==> src/rtl/lsf_hit_merge_buffer.sv <==
// lsf_hit_merge_buffer: N_CH first-word-fall-through hit FIFOs merged round-robin
// into a single registered re/empty read port, plus one FWFT ROI FIFO, with
// freeze, saturating drop accounting and event-boundary arbiter reset.
module lsf_hit_merge_buffer #(
  parameter int unsigned N_CH      = 4,
  parameter int unsigned HIT_W     = 32,
  parameter int unsigned ROI_W     = 32,
  parameter int unsigned HIT_DEPTH = 32,
  parameter int unsigned ROI_DEPTH = 8,
  parameter int unsigned AF_MARGIN = 4,
  parameter int unsigned CNT_W     = 16,
  localparam int unsigned CH_W     = (N_CH > 1) ? $clog2(N_CH) : 1
) (
  input  logic                  clock,
  input  logic                  reset,
  input  logic [N_CH*HIT_W-1:0] mdt_hit,
  input  logic [N_CH-1:0]       mdt_hit_we,
  output logic [N_CH-1:0]       mdt_hit_af,
  input  logic [ROI_W-1:0]      roi,
  input  logic                  roi_we,
  output logic                  roi_af,
  output logic [HIT_W-1:0]      lsf_mdt_hit,
  output logic [CH_W-1:0]       lsf_mdt_hit_ch,
  input  logic                  lsf_mdt_hit_re,
  output logic                  lsf_mdt_hit_empty,
  output logic [ROI_W-1:0]      lsf_roi,
  input  logic                  lsf_roi_re,
  output logic                  lsf_roi_empty,
  input  logic                  freeze,
  input  logic                  i_eof,
  output logic [CNT_W-1:0]      hit_drop_count,
  output logic [CNT_W-1:0]      roi_drop_count
);

  localparam int unsigned HAW       = $clog2(HIT_DEPTH);
  localparam int unsigned HCW       = HAW + 1;
  localparam int unsigned RAW       = $clog2(ROI_DEPTH);
  localparam int unsigned RCW       = RAW + 1;
  localparam int unsigned HIT_AF_TH = HIT_DEPTH - AF_MARGIN;
  localparam int unsigned ROI_AF_TH = ROI_DEPTH - AF_MARGIN;

  // Hit FIFO storage and bookkeeping
  logic [HIT_W-1:0]             hit_mem_q [N_CH][HIT_DEPTH];
  logic [N_CH-1:0][HAW-1:0]     hit_wp_q, hit_wp_d, hit_rp_q, hit_rp_d;
  logic [N_CH-1:0][HCW-1:0]     hit_cnt_q, hit_cnt_d;
  logic [N_CH-1:0][HIT_W-1:0]   hit_head;
  logic [N_CH-1:0]              hit_full, hit_nonempty, hit_wr, hit_pop, hit_drop;
  logic [N_CH-1:0]              hit_af_q, hit_af_d;
  logic [CNT_W-1:0]             hit_drop_cnt_q, hit_drop_cnt_d;
  logic [3:0]                   hit_drop_n;
  logic [CNT_W+3:0]             hit_drop_sum;

  // Merge register and arbiter
  logic [HIT_W-1:0]             head_q, head_d;
  logic [CH_W-1:0]              ch_q, ch_d;
  logic                         valid_q, valid_d;
  logic [CH_W-1:0]              ptr_q, ptr_d;
  logic                         merge_pop, merge_refill, cand_found;
  logic [CH_W-1:0]              cand_ch, scan_ch;
  logic [CH_W:0]                scan_idx;

  // ROI FIFO
  logic [ROI_W-1:0]             roi_mem_q [ROI_DEPTH];
  logic [RAW-1:0]               roi_wp_q, roi_wp_d, roi_rp_q, roi_rp_d;
  logic [RCW-1:0]               roi_cnt_q, roi_cnt_d;
  logic                         roi_full, roi_fifo_empty, roi_wr, roi_pop, roi_drop;
  logic                         roi_af_q, roi_af_d;
  logic [CNT_W-1:0]             roi_drop_cnt_q, roi_drop_cnt_d;

  // Per-channel status derived purely from registered state
  always_comb begin
    for (int c = 0; c < int'(N_CH); c++) begin
      hit_full[c]     = (hit_cnt_q[c] == HCW'(HIT_DEPTH));
      hit_nonempty[c] = (hit_cnt_q[c] != '0);
      hit_head[c]     = hit_mem_q[c][hit_rp_q[c]];
    end
  end

  // Round-robin refill of the merge register starting at ptr
  always_comb begin
    hit_pop      = '0;
    cand_found   = 1'b0;
    cand_ch      = '0;
    scan_idx     = '0;
    scan_ch      = '0;
    head_d       = head_q;
    ch_d         = ch_q;
    valid_d      = valid_q;
    ptr_d        = ptr_q;
    merge_pop    = lsf_mdt_hit_re & valid_q & ~freeze;
    merge_refill = (~valid_q | merge_pop) & ~freeze;
    for (int k = 0; k < int'(N_CH); k++) begin
      scan_idx = {1'b0, ptr_q} + (CH_W+1)'(k);
      if (scan_idx >= (CH_W+1)'(N_CH)) scan_idx = scan_idx - (CH_W+1)'(N_CH);
      scan_ch = scan_idx[CH_W-1:0];
      if (!cand_found && hit_nonempty[scan_ch]) begin
        cand_found = 1'b1;
        cand_ch    = scan_ch;
      end
    end
    if (merge_refill) begin
      if (cand_found) begin
        hit_pop[cand_ch] = 1'b1;
        head_d           = hit_head[cand_ch];
        ch_d             = cand_ch;
        valid_d          = 1'b1;
        ptr_d            = (cand_ch == CH_W'(N_CH - 1)) ? '0 : cand_ch + CH_W'(1);
      end else begin
        valid_d = 1'b0;
      end
    end
    if (i_eof) ptr_d = '0;
  end

  // Hit FIFO write/pop accounting; a write to a full FIFO lands only if it pops
  always_comb begin
    hit_drop_n = '0;
    for (int c = 0; c < int'(N_CH); c++) begin
      hit_wr[c]    = mdt_hit_we[c] & (~hit_full[c] | hit_pop[c]);
      hit_drop[c]  = mdt_hit_we[c] & hit_full[c] & ~hit_pop[c];
      hit_wp_d[c]  = hit_wr[c]  ? hit_wp_q[c] + HAW'(1) : hit_wp_q[c];
      hit_rp_d[c]  = hit_pop[c] ? hit_rp_q[c] + HAW'(1) : hit_rp_q[c];
      hit_cnt_d[c] = hit_cnt_q[c] + HCW'(hit_wr[c]) - HCW'(hit_pop[c]);
      hit_af_d[c]  = (hit_cnt_d[c] >= HCW'(HIT_AF_TH));
      hit_drop_n   = hit_drop_n + 4'(hit_drop[c]);
    end
    hit_drop_sum   = (CNT_W+4)'(hit_drop_cnt_q) + (CNT_W+4)'(hit_drop_n);
    hit_drop_cnt_d = (|hit_drop_sum[CNT_W+3:CNT_W]) ? '1 : hit_drop_sum[CNT_W-1:0];
  end

  // ROI FIFO accounting with the same full/pop rules
  always_comb begin
    roi_full       = (roi_cnt_q == RCW'(ROI_DEPTH));
    roi_fifo_empty = (roi_cnt_q == '0);
    roi_pop        = lsf_roi_re & ~roi_fifo_empty & ~freeze;
    roi_wr         = roi_we & (~roi_full | roi_pop);
    roi_drop       = roi_we & roi_full & ~roi_pop;
    roi_wp_d       = roi_wr  ? roi_wp_q + RAW'(1) : roi_wp_q;
    roi_rp_d       = roi_pop ? roi_rp_q + RAW'(1) : roi_rp_q;
    roi_cnt_d      = roi_cnt_q + RCW'(roi_wr) - RCW'(roi_pop);
    roi_af_d       = (roi_cnt_d >= RCW'(ROI_AF_TH));
    roi_drop_cnt_d = (roi_drop && (roi_drop_cnt_q != '1)) ? roi_drop_cnt_q + CNT_W'(1)
                                                          : roi_drop_cnt_q;
  end

  // Control state; reset empties every FIFO and the merge register at once
  always_ff @(posedge clock) begin
    if (reset) begin
      hit_wp_q       <= '0;
      hit_rp_q       <= '0;
      hit_cnt_q      <= '0;
      hit_af_q       <= '0;
      hit_drop_cnt_q <= '0;
      head_q         <= '0;
      ch_q           <= '0;
      valid_q        <= 1'b0;
      ptr_q          <= '0;
      roi_wp_q       <= '0;
      roi_rp_q       <= '0;
      roi_cnt_q      <= '0;
      roi_af_q       <= 1'b0;
      roi_drop_cnt_q <= '0;
    end else begin
      hit_wp_q       <= hit_wp_d;
      hit_rp_q       <= hit_rp_d;
      hit_cnt_q      <= hit_cnt_d;
      hit_af_q       <= hit_af_d;
      hit_drop_cnt_q <= hit_drop_cnt_d;
      head_q         <= head_d;
      ch_q           <= ch_d;
      valid_q        <= valid_d;
      ptr_q          <= ptr_d;
      roi_wp_q       <= roi_wp_d;
      roi_rp_q       <= roi_rp_d;
      roi_cnt_q      <= roi_cnt_d;
      roi_af_q       <= roi_af_d;
      roi_drop_cnt_q <= roi_drop_cnt_d;
    end
  end

  // Storage arrays; stale contents are harmless because counts gate reads
  always_ff @(posedge clock) begin
    for (int c = 0; c < int'(N_CH); c++) begin
      if (hit_wr[c]) hit_mem_q[c][hit_wp_q[c]] <= mdt_hit[c*HIT_W +: HIT_W];
    end
    if (roi_wr) roi_mem_q[roi_wp_q] <= roi;
  end

  assign mdt_hit_af        = hit_af_q;
  assign roi_af            = roi_af_q;
  assign lsf_mdt_hit       = head_q;
  assign lsf_mdt_hit_ch    = ch_q;
  assign lsf_mdt_hit_empty = ~valid_q | freeze;
  assign lsf_roi           = roi_fifo_empty ? '0 : roi_mem_q[roi_rp_q];
  assign lsf_roi_empty     = roi_fifo_empty | freeze;
  assign hit_drop_count    = hit_drop_cnt_q;
  assign roi_drop_count    = roi_drop_cnt_q;

endmodule

==> config.mk <==
export PLATFORM = sky130hd
export DESIGN_NAME = lsf_hit_merge_buffer
export DESIGN_NICKNAME = d
export VERILOG_FILES = /design/src/rtl/lsf_hit_merge_buffer.sv
export SDC_FILE = /design/constraint.sdc
export NUM_CORES = 2
export LEC_CHECK = 0
export ABC_AREA = 1
export CORE_ASPECT_RATIO = 2
export CORE_MARGIN = 2
export CORE_UTILIZATION = 52
export CTS_CLUSTER_SIZE = 40
export DETAILED_ROUTE_END_ITERATION = 8
export PLACE_DENSITY_LB_ADDON = 0.25
export SYNTH_ARGS = -nofsm -noshare
export SYNTH_HDL_FRONTEND = slang
export SYNTH_MEMORY_MAX_BITS = 65536
export SYNTH_SLANG_ARGS = --single-unit
==> constraint.sdc <==
create_clock -name clock -period 11.1 [get_ports clock]
set_input_delay 1.665 -clock clock [delete_from_list [all_inputs] [get_ports clock]]
set_output_delay 1.665 -clock clock [all_outputs]
set_load 0.02 [all_outputs]
# Yosys cells after proc, flatten, opt, wreduce, memory -nomap -nowiden
# Memory sizes are Yosys's and may differ from the RTL's. A register that Yosys moved wholly into a read port is not among the register bits.
# Cells that the tools add are included.
op_classes:
  n_addsub: 33
  mul: 0
  div_mod_pow: 0
  order_cmp: 27
  n_eq_ne: 7
  n_shift: 0
  muxes: 62
  bitwise: 49
  reduce_logical: 20
op_table:
  columns: ["op", "count"]
  rows:
  - ["2-to-1 mux 1024 bit", 4]
  - ["binary-select mux 32 bit (select 5 bit)", 4]
  - ["demux 32 bit (select 5 bit)", 4]
  - ["2-to-1 mux 32 bit", 14]
  - ["binary-select mux 32 bit (select 2 bit)", 1]
  - ["greater-or-equal comparator 6 bit, second input constant", 8]
  - ["NOT 5 -> 6 bit", 8]
  - ["adder 5 x 1 -> 5 bit, second input constant", 8]
  - ["adder 6 x 1 -> 6 bit", 4]
  - ["== test 6 bit, second input constant", 4]
  - ["greater-or-equal comparator 6 x 5 -> 1 bit, second input constant", 4]
  - ["< comparator 6 x 1 -> 1 bit, second input constant", 4]
  - ["nonzero test 6 bit", 4]
  - ["subtractor 6 x 1 -> 6 bit", 4]
  - ["bitwise AND 1 bit", 20]
  - ["2-to-1 mux 2 bit", 9]
  - ["adder 16 x 4 -> 17 bit", 1]
  - ["adder 16 x 1 -> 16 bit, second input constant", 1]
  - ["2-to-1 mux 1 bit", 16]
  - ["2-to-1 mux 16 bit", 1]
  - ["!= test 16 bit, second input constant", 1]
  - ["< comparator 2 x 3 -> 1 bit, second input constant", 5]
  - ["NOT 1 bit", 13]
  - ["greater-or-equal comparator 3 bit, second input constant", 3]
  - ["26 further kinds", 53]
totals:
  regBits: 148
  latchBits: 0
  mem_bits_rw: 4352
  romBits: 0
  input_bits: 171
  output_inout_bits: 105
  mem_count: 2
mem_list:
  columns: ["memory", "words", "width", "read_ports", "rd_ports_with_merged_regs", "write_ports", "line", "text"]
  rows:
  - ["hit_mem_q", 4, 1024, 4, 0, 4, "43", "logic [HIT_W-1:0] hit_mem_q [N_CH][HIT_DEPTH];"]
  - ["roi_mem_q", 8, 32, 1, 1, 1, "63", "logic [ROI_W-1:0] roi_mem_q [ROI_DEPTH];"]

# Longest topological paths before layout
depth:
  word_depth: 28
  ltp_mapped: 34
  mapped_depth_nobuf: 33

# Worst setup path after synthesis
# Ideal clock, no wire load.
synth_timing:
  path_type: "input to register"
  startpoint: "input port lsf_mdt_hit_re"
  endpoint: "memory hit_mem_q[2][0] in the netlist's numbering, enable pin"
  setup_ps: 468
  t_arrival_ps: 5054
  required_ps: 10632
  setup_slack_ps: 5578
  path_stages: 9
  cell_sequence: "inv_1 > o21ai_0 > nand2_1 > a31oi_2 > buf_6 > nand2_2 > nand2_4 > nand2_4 > nor3b_1"
synth_rtl:
  columns: ["item", "line", "text"]
  rows:
  - ["start, declared", "24", "input logic lsf_mdt_hit_re,"]
  - ["end, declared", "43", null]

# Final worst setup path
layout_timing:
  startpoint: "register ptr_q[0]"
  endpoint: "register hit_drop_cnt_q[10] (netlist: hit_drop_count[10])"
layout_between:
  elab_chain_cells: 28
  word_cells_on_any_way: 58
  cone_classes: "add/sub: 11; order compare: 6; mux: 25; bitwise: 8; reduce/logical: 8"
layout_lines:
  columns: ["item", "line", "text"]
  rows:
  - ["start, declared", "57", "logic [CH_W-1:0] ptr_q, ptr_d;"]
  - ["start signal, assigned", "172", "ptr_q <= ptr_d;"]
  - ["branches (longest 18 deep; another with adder 2 x 1 -> 3 bit)", null, null]
  - ["2-to-1 mux 4 bit (*)", "102", "if (cand_found) begin"]
  - ["2-to-1 mux 4 bit (*)", "101", "if (merge_refill) begin"]
  - ["NOT 1 bit", "120", "hit_drop[c] = mdt_hit_we[c] & hit_full[c] & ~hit_pop[c];"]
  - ["bitwise AND 1 bit", "120", null]
  - ["adder 1 x 1 -> 2 bit", "125", "hit_drop_n = hit_drop_n + 4'(hit_drop[c]);"]
  - ["adder 2 x 1 -> 3 bit", "125", null]
  - ["adder 3 x 1 -> 4 bit (*)", "125", null]
  - ["adder 16 x 4 -> 17 bit (*)", "127", "hit_drop_sum = (CNT_W+4)'(hit_drop_cnt_q) + (CNT_W+4)'(hit_drop_n);"]
  - ["OR reduction 4 bit", "128", "hit_drop_cnt_d = (|hit_drop_sum[CNT_W+3:CNT_W]) ? '1 : hit_drop_sum[CNT_W-1:0];"]
  - ["2-to-1 mux 16 bit (*)", "128", null]
  - ["end signal, assigned", "168", "hit_drop_cnt_q <= hit_drop_cnt_d;"]
  - ["end, declared", "49", "logic [CNT_W-1:0] hit_drop_cnt_q, hit_drop_cnt_d;"]
# Every way passes the cells marked *. The select of a mux whose other input is x is not followed.
# A chain may end at the register's enable or synchronous reset.

==> metrics.md <==
| Metric | Value |
|---|---|
| Outcome | `finished clean` |
| Register area share after synthesis | `0.741` |
| CTS tree | `built` |
| Die H | `837 um` |
| IO Count | `276` |
| Flop pwr share | `0.462` |
| Worst Setup End Kind | `register` |
| Cell Pwr Density | `208 nW/um^2` |
| Leak pwr | `67.1 nW` |
| FMAX | `143 MHz` |
| Final Non-Filler Cells | `19,700` |
| Vias per cell | `5.98` |
| H-tree Lvls | `5` |
| Clock Latency Late Sink | `980 ps` |
| # DRC | `0` |
| FF+latch count, synth | `4,503` |
| Worst endpoint required time | `12,010 ps` |
| Port-buffer cells | `275` |
| Logic gate share of total power | `0.210` |
| Switching share of power | `0.307` |
| Sequential standard cell area | `134,000 um^2` |
| GRT overflow | `0` |
| Worst slew margin | `0.0749` |
| Clk sink count | `4,503` |
| CP Class | `reg2reg` |
| Post-cts sizing count | `0` |
| Rows | `305` |
| Antenna violations before repair | `35` |
| Worst EP arrival | `7900 ps` |
| Synthesized Nets | `15,000` |
| Final setup violation count | `0` |
| CP max stage delay | `710 ps` |
| Post-Syn Area | `180,000 um^2` |
| First-pass GRT wire length | `746,000 um` |
| Core ar. | `345,000 um^2` |
| Clock Tree Root | `clkbuf_16` |
| Placed insts | `19,000` |
| Reg clk slew, reported paths | `70 ps` |
| Nets@finish | `15,100` |
| Int Pwr | `29.0 mW` |
| Max Root-Sink Buffers | `4` |
| Slew @ Worst Pin | `1380 ps` |
| Final Cycle Share | `0.630` |
| Critical path's slowest cell | `inv_2` |
| P_sw | `12.9 mW` |
| Most used cell, CP | `nand2_1` |
| RSZ-0062 raised after global routing | `no` |
| Clock share of power | `0.328` |
| Num CTS Buffers | `383` |
| Post CTS Setup Buffer Count | `0` |
| Routability cong. | `0.897` |
| # fillers | `27,500` |
| Most common flop cell mapped by yosys | `edfxtp_1` |
| Remaining antenna violation count after routing | `0` |
| Largest net degree at the start of global routing | `186` |
| Setup_tns | `0 ps` |
| Wire length per cell | `26.1 um` |
| GRT Util Overall | `0.287` |
| Cts hold-fix bufs | `0` |
| Starting Density | `0.523` |
| Vias in the first global route | `115,000` |
| Mean Syn Cell Area | `12.2 um^2` |
| DR pass1 iterations | `6` |
| Final hold violation count | `0` |
| Asr flop ratio synth | `0` |
| Via count | `118,000` |
| Die footprint | `352,000 um^2` |
| Critical-path maximum fanout | `48` |
| Synth-to-Final Area Change | `11.4%` |
| Cell count after synthesis | `14,800` |
| Detailed placement HPWL | `308,000 um` |
| MaxCap Viol Count | `0` |
| Multi-input logic area | `42,800 um^2` |
| Synth Warn # | `0` |
| Die Wd | `420 um` |
| Skew final | `57.2 ps` |
| HP Class | `reg2reg` |
| Yosys cell types | `47` |
| Layout cells sized above 1 | `0.0742` |
| CP Launch Type | `register` |
| Initial DRC Count | `13,100` |
| Post-Route WL | `514,000 um` |
| Count of final max-slew check failures | `0` |
| Final worst path period need | `6990 ps` |
| Post-synth EDFFs | `4,352` |
| Worst IR Drop VDD | `0.000176 V` |
worst paths after layout:
path / startpoint / end / slack [ps] / depth (start not counted)
worst max-delay path: ptr_q[0]$_SDFFE_PP0P_ / hit_drop_count[10]$_SDFF_PP0_ / 4110 / 29
worst min-delay path: roi_rp_q[2]$_SDFFE_PP0P_ / register / 450 / 1
worst max register to register: ptr_q[0]$_SDFFE_PP0P_ / hit_drop_count[10]$_SDFF_PP0_ / 4110 / 29
worst min register to register: roi_rp_q[2]$_SDFFE_PP0P_ / register / 450 / 1
sequential cells by signal, summed over array words and instances (netlist names), 4 cells and up, named ones only:
signal / count
hit_drop_count: 16
roi_drop_count: 16
hit_wp_q: 20
hit_cnt_q: 24
roi_mem_q: 256
mdt_hit_af: 4
hit_rp_q: 20
lsf_mdt_hit: 32
roi_cnt_q: 4
hit_mem_q: 4096
stage by stage:
step | power (mW) | cell area (um^2) | hold WS [ps] | worst slack, ps | util
3_5_place_dp | 28.4 | 188000 | 448 | 4120 | 0.546
2_1_floorplan | 24.9 | 180000 | 412 | 5580 | -
5_1_grt | 43.3 | 201000 | 468 | 3460 | 0.582
3_3_place_gp | 28.3 | 188000 | 432 | 4090 | 0.546
6_report | 41.9 | 201000 | 450 | 4110 | 0.582
4_1_cts | 41.9 | 201000 | 458 | 4130 | 0.582
layout by cell type, fill, tap and decap left out, types with 34 or more instances in the layout:
| cell | netlist | routed |
|---|---|---|
| edfxtp_1 | 4352 | 4352 |
| nor2_1 | 3403 | 3267 |
| o21ai_0 | 2318 | 2317 |
| nand2_1 | 1447 | 1446 |
| nand3_1 | 753 | 753 |
| clkbuf_16 | 0 | 389 |
| o22ai_1 | 365 | 365 |
| buf_4 | 15 | 296 |
| a21oi_1 | 259 | 259 |
| clkdlybuf4s50_1 | 0 | 252 |
| o211ai_1 | 229 | 229 |
| inv_1 | 221 | 205 |
| nor2_4 | 2 | 138 |
| dfxtp_1 | 151 | 133 |
| clkbuf_1 | 627 | 84 |
| ha_1 | 70 | 70 |
| clkinv_1 | 5 | 68 |
| clkinv_2 | 0 | 63 |
| bufinv_16 | 0 | 49 |
| a31oi_1 | 34 | 34 |
layer usage:
metal	vias up	wire (um)	track usage
met4	24	34700	0.173
met2	5094	262000	0.497
met5	-	145	0
met1	58700	178000	0.333
met3	1246	39200	0.0458
li1	52900	-	-
cell type report:
| type | count | area share |
|---|---|---|
| Timing Repair Buffer | 578 | 0.0250 |
| Antenna cell | 21 | 0.000262 |
| Tap cell | 4605 | 0.0287 |
| Clock inverter | 213 | 0.0120 |
| Sequential cell | 4503 | 0.666 |
| Inverter | 241 | 0.00484 |
| Multi-Input combinational cell | 9095 | 0.213 |
| Clock buffer | 480 | 0.0505 |
cell usage after synthesis (2+ instances only):
master,count,area (um^2)
nand2_4,22,248
buf_2,235,1180
o211ai_1,229,1720
buf_1,62,233
ha_1,70,876
nor4_1,2,12.5
o22ai_1,365,2280
o221ai_1,24,210
dfxtp_1,151,3020
nand2_2,9,56.3
inv_6,3,26.3
buf_4,15,113
inv_2,12,45.0
nand2_1,1447,5430
xor2_1,32,280
nor2_4,2,22.5
a31oi_1,34,213
edfxtp_1,4352,131000
nor3_1,21,105
clkinv_1,5,18.8
xnor2_1,9,78.8
clkbuf_1,627,2350
nand3_2,4,40.0
nor2_2,2,12.5
nand4_1,25,156
or2_2,18,113
nand3b_1,7,52.6
inv_1,221,830
o21ai_0,2318,11600
nor2_1,3403,12800
nand3_1,753,3770
fa_1,8,160
and3_1,4,25.0
a21oi_1,259,1300
buf_6,11,124
o21ai_1,8,40.0
nor3b_1,10,75.1
power by group through the flow:
stage,registers [mW],clock network (mW),logic [mW]
finish,19.4,13.7,8.80
floorplan,19.5,0,5.37
detailed placement,19.7,0,8.70
global placement,19.7,0,8.60
CTS,19.3,13.8,8.75
global route,19.4,14.4,9.54
worst max-delay path: cells and delay by family, from the launching register on:
family	cells	cell delay, ps
adders and majority gates	4	1450
buffers and inverters	7	1480
DFF	1	570
AOI/OAI and AO/OA	1	90
and+or+nand+nor	17	3340
kinds of logic (layout without fill, tap and decap cells):
family / Yosys count / count (layout) / share of synthesized area
simple gates: 5730 / 5730 / 0.127
flops: 4503 / 4503 / 0.741
compound gates: 3245 / 3245 / 0.0966
buf+inv: 1191 / 1512 / 0.0273
fa+ha+maj: 78 / 78 / 0.00574
xor+xnor: 42 / 42 / 0.00208
other cells: 0 / 21 / 0
Note: power is estimated with default switching activity, not from simulation.
